[config.mk]
export PLATFORM = sky130hd
export DESIGN_NAME = pckg_parser
export DESIGN_NICKNAME = d
export VERILOG_FILES = /design/src/rtl/pckg_parser.sv
export SDC_FILE = /design/constraint.sdc
export NUM_CORES = 1
export LEC_CHECK = 0
export CAP_MARGIN = 20
export CORE_UTILIZATION = 47
export CTS_CLUSTER_SIZE = 30
export DETAILED_ROUTE_END_ITERATION = 8
export HOLD_SLACK_MARGIN = 0.05
export PLACE_DENSITY_LB_ADDON = 0.25
export RECOVER_POWER = 50
export SETUP_SLACK_MARGIN = 0.02
export SLEW_MARGIN = 25
export SYNTH_ARGS = -nofsm -noshare
export SYNTH_HDL_FRONTEND = slang
export SYNTH_SLANG_ARGS = --single-unit
[constraint.sdc]
create_clock -name clk -period 3.5 [get_ports clk]
set_clock_uncertainty 0.2 [all_clocks]
set_input_delay 0.525 -clock clk [delete_from_list [all_inputs] [get_ports clk]]
set_output_delay 0.525 -clock clk [all_outputs]
set_load 0.02 [all_outputs]
[src/rtl/pckg_parser.sv]
// Packet parser for the LVDS receive path.
// Hunts for a sync'd header, buffers N payload words while folding them into a
// running XOR, verifies the checksum word, then replays the buffered payload
// on the channel named in the header, one word per clock.
//
// Ports:
//   clk, rst_n            system clock, asynchronous active-low reset
//   rx_ena, rx_data       one-cycle strobe qualifying a received DW-bit word
//   ch1_valid, ch1_data   released payload words for channel 1
//   ch2_valid, ch2_data   released payload words for channel 2
//   pkt_ok                one-cycle pulse when a packet's checksum matches
//   pkt_err               one-cycle pulse when a packet or word is dropped
//   err_code              cause of the last pkt_err (00 hdr, 01 csum, 10 timeout, 11 overrun)
//   err_cnt               saturating count of pkt_err pulses
//   busy                  high from header accept until the last released word
module pckg_parser #(
  parameter int unsigned DW      = 16,
  parameter int unsigned MAX_LEN = 15,
  parameter int unsigned TIMEOUT = 64,
  parameter logic [7:0]  SYNC    = 8'hA5
) (
  input  logic          clk,
  input  logic          rst_n,
  input  logic          rx_ena,
  input  logic [DW-1:0] rx_data,
  output logic          ch1_valid,
  output logic [DW-1:0] ch1_data,
  output logic          ch2_valid,
  output logic [DW-1:0] ch2_data,
  output logic          pkt_ok,
  output logic          pkt_err,
  output logic [1:0]    err_code,
  output logic [7:0]    err_cnt,
  output logic          busy
);

  localparam int unsigned IW = $clog2(MAX_LEN + 1);
  localparam int unsigned TW = $clog2(TIMEOUT + 1);

  localparam logic [3:0]    MAX_N     = 4'(MAX_LEN);
  localparam logic [TW-1:0] IDLE_LAST = TW'(TIMEOUT - 1);

  localparam logic [1:0] ERR_HDR  = 2'b00;
  localparam logic [1:0] ERR_CSUM = 2'b01;
  localparam logic [1:0] ERR_TMO  = 2'b10;
  localparam logic [1:0] ERR_OVR  = 2'b11;

  typedef enum logic [1:0] {
    HUNT    = 2'd0,
    PAYLOAD = 2'd1,
    CHECK   = 2'd2,
    DRAIN   = 2'd3
  } state_t;

  state_t          state_q, state_d;
  logic            chan_q, chan_d;      // 0: channel 1, 1: channel 2
  logic [IW-1:0]   len_q, len_d;
  logic [IW-1:0]   wr_idx_q, wr_idx_d;
  logic [IW-1:0]   rd_idx_q, rd_idx_d;
  logic [DW-1:0]   xor_q, xor_d;
  logic [TW-1:0]   idle_q, idle_d;

  logic            ch1_valid_d, ch2_valid_d;
  logic [DW-1:0]   ch1_data_d, ch2_data_d;
  logic            pkt_ok_d, pkt_err_d;
  logic [1:0]      err_code_d;
  logic [7:0]      err_cnt_d;
  logic            busy_d;

  logic            buf_we;
  logic            rel;
  logic [IW-1:0]   rel_idx;
  logic            err_hit;
  logic [1:0]      err_kind;
  logic            abort;

  logic [DW-1:0]   pbuf [MAX_LEN];

  logic [7:0]      hdr_sync;
  logic [3:0]      hdr_id;
  logic [3:0]      hdr_n;
  logic            hdr_good;

  // Header field decode; only meaningful while hunting.
  always_comb begin
    hdr_sync = rx_data[15:8];
    hdr_id   = rx_data[7:4];
    hdr_n    = rx_data[3:0];
    hdr_good = ((hdr_id == 4'h1) || (hdr_id == 4'h2)) &&
               (hdr_n != 4'h0) && (hdr_n <= MAX_N);
  end

  // Payload buffer: written in PAYLOAD, read during release; no reset needed.
  always_ff @(posedge clk) begin
    if (buf_we) begin
      pbuf[wr_idx_q] <= rx_data;
    end
  end

  // Next-state and next-output logic.
  always_comb begin
    state_d     = state_q;
    chan_d      = chan_q;
    len_d       = len_q;
    wr_idx_d    = wr_idx_q;
    rd_idx_d    = rd_idx_q;
    xor_d       = xor_q;
    idle_d      = idle_q;
    ch1_valid_d = 1'b0;
    ch2_valid_d = 1'b0;
    ch1_data_d  = ch1_data;
    ch2_data_d  = ch2_data;
    pkt_ok_d    = 1'b0;
    pkt_err_d   = 1'b0;
    err_code_d  = err_code;
    err_cnt_d   = err_cnt;
    busy_d      = busy;
    buf_we      = 1'b0;
    rel         = 1'b0;
    rel_idx     = '0;
    err_hit     = 1'b0;
    err_kind    = ERR_HDR;
    abort       = 1'b0;

    unique case (state_q)
      HUNT: begin
        // Words without the sync byte are line noise and dropped silently.
        if (rx_ena && (hdr_sync == SYNC)) begin
          if (hdr_good) begin
            chan_d   = (hdr_id == 4'h2);
            len_d    = IW'(hdr_n);
            xor_d    = rx_data;
            wr_idx_d = '0;
            idle_d   = '0;
            busy_d   = 1'b1;
            state_d  = PAYLOAD;
          end else begin
            err_hit  = 1'b1;
            err_kind = ERR_HDR;
          end
        end
      end

      PAYLOAD: begin
        if (rx_ena) begin
          buf_we   = 1'b1;
          xor_d    = xor_q ^ rx_data;
          wr_idx_d = IW'(wr_idx_q + IW'(1));
          idle_d   = '0;
          if (IW'(wr_idx_q + IW'(1)) == len_q) begin
            state_d = CHECK;
          end
        end else if (idle_q == IDLE_LAST) begin
          err_hit  = 1'b1;
          err_kind = ERR_TMO;
          abort    = 1'b1;
        end else begin
          idle_d = TW'(idle_q + TW'(1));
        end
      end

      CHECK: begin
        if (rx_ena) begin
          idle_d = '0;
          if (rx_data == xor_q) begin
            // Word 0 goes out in the same cycle pkt_ok is raised.
            pkt_ok_d = 1'b1;
            rel      = 1'b1;
            rel_idx  = '0;
            rd_idx_d = IW'(1);
            state_d  = DRAIN;
          end else begin
            err_hit  = 1'b1;
            err_kind = ERR_CSUM;
            abort    = 1'b1;
          end
        end else if (idle_q == IDLE_LAST) begin
          err_hit  = 1'b1;
          err_kind = ERR_TMO;
          abort    = 1'b1;
        end else begin
          idle_d = TW'(idle_q + TW'(1));
        end
      end

      DRAIN: begin
        // Incoming words cannot be accepted while replaying; flag and drop.
        if (rx_ena) begin
          err_hit  = 1'b1;
          err_kind = ERR_OVR;
        end
        if (rd_idx_q != len_q) begin
          rel      = 1'b1;
          rel_idx  = rd_idx_q;
          rd_idx_d = IW'(rd_idx_q + IW'(1));
        end else begin
          abort = 1'b1;
        end
      end

      default: begin
        state_d = HUNT;
      end
    endcase

    if (rel) begin
      if (chan_q) begin
        ch2_valid_d = 1'b1;
        ch2_data_d  = pbuf[rel_idx];
      end else begin
        ch1_valid_d = 1'b1;
        ch1_data_d  = pbuf[rel_idx];
      end
    end

    if (err_hit) begin
      pkt_err_d  = 1'b1;
      err_code_d = err_kind;
      if (err_cnt != 8'hFF) begin
        err_cnt_d = err_cnt + 8'd1;
      end
    end

    if (abort) begin
      state_d = HUNT;
      busy_d  = 1'b0;
    end
  end

  // State and output registers.
  always_ff @(posedge clk or negedge rst_n) begin
    if (!rst_n) begin
      state_q   <= HUNT;
      chan_q    <= 1'b0;
      len_q     <= '0;
      wr_idx_q  <= '0;
      rd_idx_q  <= '0;
      xor_q     <= '0;
      idle_q    <= '0;
      ch1_valid <= 1'b0;
      ch2_valid <= 1'b0;
      ch1_data  <= '0;
      ch2_data  <= '0;
      pkt_ok    <= 1'b0;
      pkt_err   <= 1'b0;
      err_code  <= 2'b00;
      err_cnt   <= 8'd0;
      busy      <= 1'b0;
    end else begin
      state_q   <= state_d;
      chan_q    <= chan_d;
      len_q     <= len_d;
      wr_idx_q  <= wr_idx_d;
      rd_idx_q  <= rd_idx_d;
      xor_q     <= xor_d;
      idle_q    <= idle_d;
      ch1_valid <= ch1_valid_d;
      ch2_valid <= ch2_valid_d;
      ch1_data  <= ch1_data_d;
      ch2_data  <= ch2_data_d;
      pkt_ok    <= pkt_ok_d;
      pkt_err   <= pkt_err_d;
      err_code  <= err_code_d;
      err_cnt   <= err_cnt_d;
      busy      <= busy_d;
    end
  end

endmodule

==> results by group <==
Yosys
  • Post-synthesis cell area: 0.0140 mm2
  • Synth top area share: 0.515
  • Ys async rst share: 0.262
  • Synthesis Warnings: 0
  • Number of flops mapped to enable cells by yosys: 240
  • Synth area leader: edfxtp_1
  • Post-Syn Nets: 1,032
  • Flops & latches, synth: 325
  • Sequential area share after synthesis: 0.667
  • Avg Inst Size Synth: 14.0 um2
  • Post-synth top flop: edfxtp_1
  • Synth cell types: 71
  • Gate Count Post-Synth: 1,001
  • Top post-synthesis cells by area: edfxtp_1 52%, dfrtp_1 15%, mux2i_1 4.7%

Global route
  • Initial antenna violation count: 0
  • Maximum number of pins on one net before global-route repair: 53
  • All-Layer GR Usage: 0.230
  • Number of global-route vias before repair: 8,870
  • Grt ovf: 0
  • First-pass GRT wire length: 52.8 mm

CTS
  • Clock Sink Count: 325
  • Setup bufs post-CTS: 0
  • Resized cells post-CTS: 0
  • Depth of the CTS H-tree: 2
  • TritonCTS buffer count: 35
  • CTS tree: yes
  • Clock Pin Slew Worst Setup and Hold Paths: 0.06 ns
  • Clk buf depth: 3
  • Clk Latency, worst-skew pair: 0.51 ns
  • Root Buffer: clkbuf_16

Critical path
  • CP delay by family, top: buffers and inverters
  • Critical path's slowest cell: clkbuf_1
  • Slowest stage delay, CP: 0.74 ns
  • Critical path endpoint category: register
  • Setup CP Type: input port to register
  • Crit path DAT: 3.40 ns
  • Worst-path fanout max: 19
  • Critical path cell sequence: clkdlybuf4s50_1 > clkbuf_1 > nor4_1 > nor4_2 > buf_4 > a21boi_1 > or3_1 > or2_4 > o31ai_1
  • Buf+Inv Stages, Crit Path: 3
  • R2R Setup Slk: 0.30 ns
  • CP startpoint kind: input port
  • Worst EP required: 3.70 ns

Timing
  • Slew Limit Fails: 41
  • Max Clk Rate: 312 MHz
  • Post-layout min period: 3.20 ns
  • Final Hold Viols: 0
  • Final setup viols: 0
  • Actual slew at the worst max-slew pin: 2.37 ns
  • Setup TNS: 0 ns
  • Unrepaired setup endpoints after global routing: false
  • Slew headroom: -0.580
  • Final hold slack: 0.299 ns
  • Post-route clock period utilization: 0.914

Run
  • Max cap viols: 1

Routing
  • DR pass1 iterations: 5
  • DR iter-0 viols: 739
  • Drt wl/cell: 22.3 um
  • DRT Wirelength: 34.3 mm
  • DRT antenna net count: 0
  • Vias per std cell: 5.89
  • Vias: 9,066
  • Final routed DRC violation total: 0

Layout
  • Final instance area: 0.0166 mm2
  • Final nets: 1,161
  • Share of cells above drive strength 1: 0.140
  • Ant. Diodes: 0
  • Commonest non-fill, non-tap cell in the layout: edfxtp_1
  • Layout area overhead: 18.6%
  • Final cell count without fillers: 1,539
  • Most frequent cells in the layout: 240 x edfxtp_1, 85 x dfrtp_1, 78 x inv_1

Place
  • RePlAce Congestion: 0.827
  • Placed instance area: 0.0155 mm2
  • # port buffers: 65
  • Placed insts: 1,476
  • Post-detail-place hpwl: 22.3 mm

Pwr
  • Max VDD drop: 0.385 mV
  • Lkg Pwr: 5.92 nW
  • Pwr/cell area: 717 mW/mm2

Run status
  • Violated checks: max-capacitance violations, max-slew violations
  • Status: complete, but fails checks

Floorplan
  • Num rows: 62
  • Top Ports: 66
  • Die ar.: 0.0305 mm2
  • Die width: 175 um
  • Height of the chip: 175 um
  • Initial Utilization: 0.482
  • Core ar.: 0.0290 mm2

Hold path
  • Worst Hold Class: register to register
==> layer usage <==
layer,wire [um],global-route usage,vias up,part of all wire
met1,15000,0.329,4548,0.44
met2,16100,0.358,339,0.47
met3,2130,0.0326,60,0.062
met4,1050,0.0877,0,0.031
li1,-,-,4119,-
met5,0,0,-,0
==> per-stage QoR <==
step                       util  power, mW  worst slack, ns
after floorplan               -       7.14            0.530
after global placement    0.536       8.37            0.284
after detailed placement  0.536       8.45            0.204
after CTS                 0.574       12.0            0.342
after global routing      0.572       12.5            0.109
final                     0.572       11.9            0.300
==> cell usage after synthesis (6+ instances only) <==
master / number
o22ai_1: 19
nand4_1: 11
nand2_1: 55
edfxtp_1: 240
nand3_1: 21
a311oi_1: 9
buf_2: 14
mux2_2: 22
a21oi_1: 43
and2_1: 6
o2111ai_1: 18
nor2_1: 35
nand2b_1: 24
mux2i_1: 66
dfrtp_1: 85
clkbuf_1: 32
o21ai_0: 26
a222oi_1: 14
o221ai_1: 16
ha_1: 12
o311ai_0: 14
inv_1: 78
a221o_1: 14
xnor2_1: 25
a32oi_1: 15
==> registers in the layout, indices dropped and copies added (netlist names) <==
| signal | cells |
|---|---|
| chan_q | 1 |
| pkt_err | 1 |
| pbuf | 240 |
| len_q | 4 |
| xor_q | 16 |
| err_code | 2 |
| busy | 1 |
| rd_idx_q | 4 |
| wr_idx_q | 4 |
| idle_q | 7 |
| ch1_valid | 1 |
| ch2_valid | 1 |
| pkt_ok | 1 |
| err_cnt | 8 |
| ch1_data | 16 |
| ch2_data | 16 |
| state_q | 2 |
==> layout make-up <==
| type | count | area [um2] |
|---|---|---|
| Sequential cell | 325 | 9330 |
| Fill cell | 2378 | 12400 |
| Timing Repair Buffer | 145 | 1250 |
| Inverter | 78 | 293 |
| Clock buffer | 44 | 962 |
| Multi-Input combinational cell | 545 | 4130 |
| Clock inverter | 18 | 134 |
| Tap cell | 384 | 480 |
==> cell families after synthesis <==
kind of cell | share of synthesized area
DFF | 0.667
AOI/OAI and AO/OA | 0.128
and+or+nand+nor | 0.0663
buffers and inverters | 0.0407
muxes | 0.0657
xor gates and xnor gates | 0.0216
adders and majority gates | 0.0107
==> path summary, 6_finish.rpt <==
check | startpoint | endpoint | cells past startpoint
setup reg to reg | state_q[1] | ch1_data[5] | 7
hold / removal | err_cnt[5] | err_cnt[5] | 1
max in group asynchronous | rst_n | xor_q[9] | 2
min in group asynchronous | rst_n | err_cnt[7] | 2
hold reg to reg | err_cnt[5] | err_cnt[5] | 1
setup / recovery | rx_data[1] | idle_q[4] | 9
==> what timing repair did <==
action / in CTS / in global routing
endpoints found under the setup margin: 0 / 0
hold buffers: 1 / 0
hold endpoints to repair: 40 / 0
==> power breakdown <==
part / total, mW / switching, mW / leakage (nW) / internal [mW]
Clock: 3.53 / 1.44 / 0.541 / 2.09
Sequential: 4.74 / 0.251 / 3.17 / 4.49
Combinational: 3.63 / 2.23 / 2.21 / 1.40
Total: 11.9 / 3.92 / 5.92 / 7.97
No activity file was read; power rests on OpenSTA's default activity.
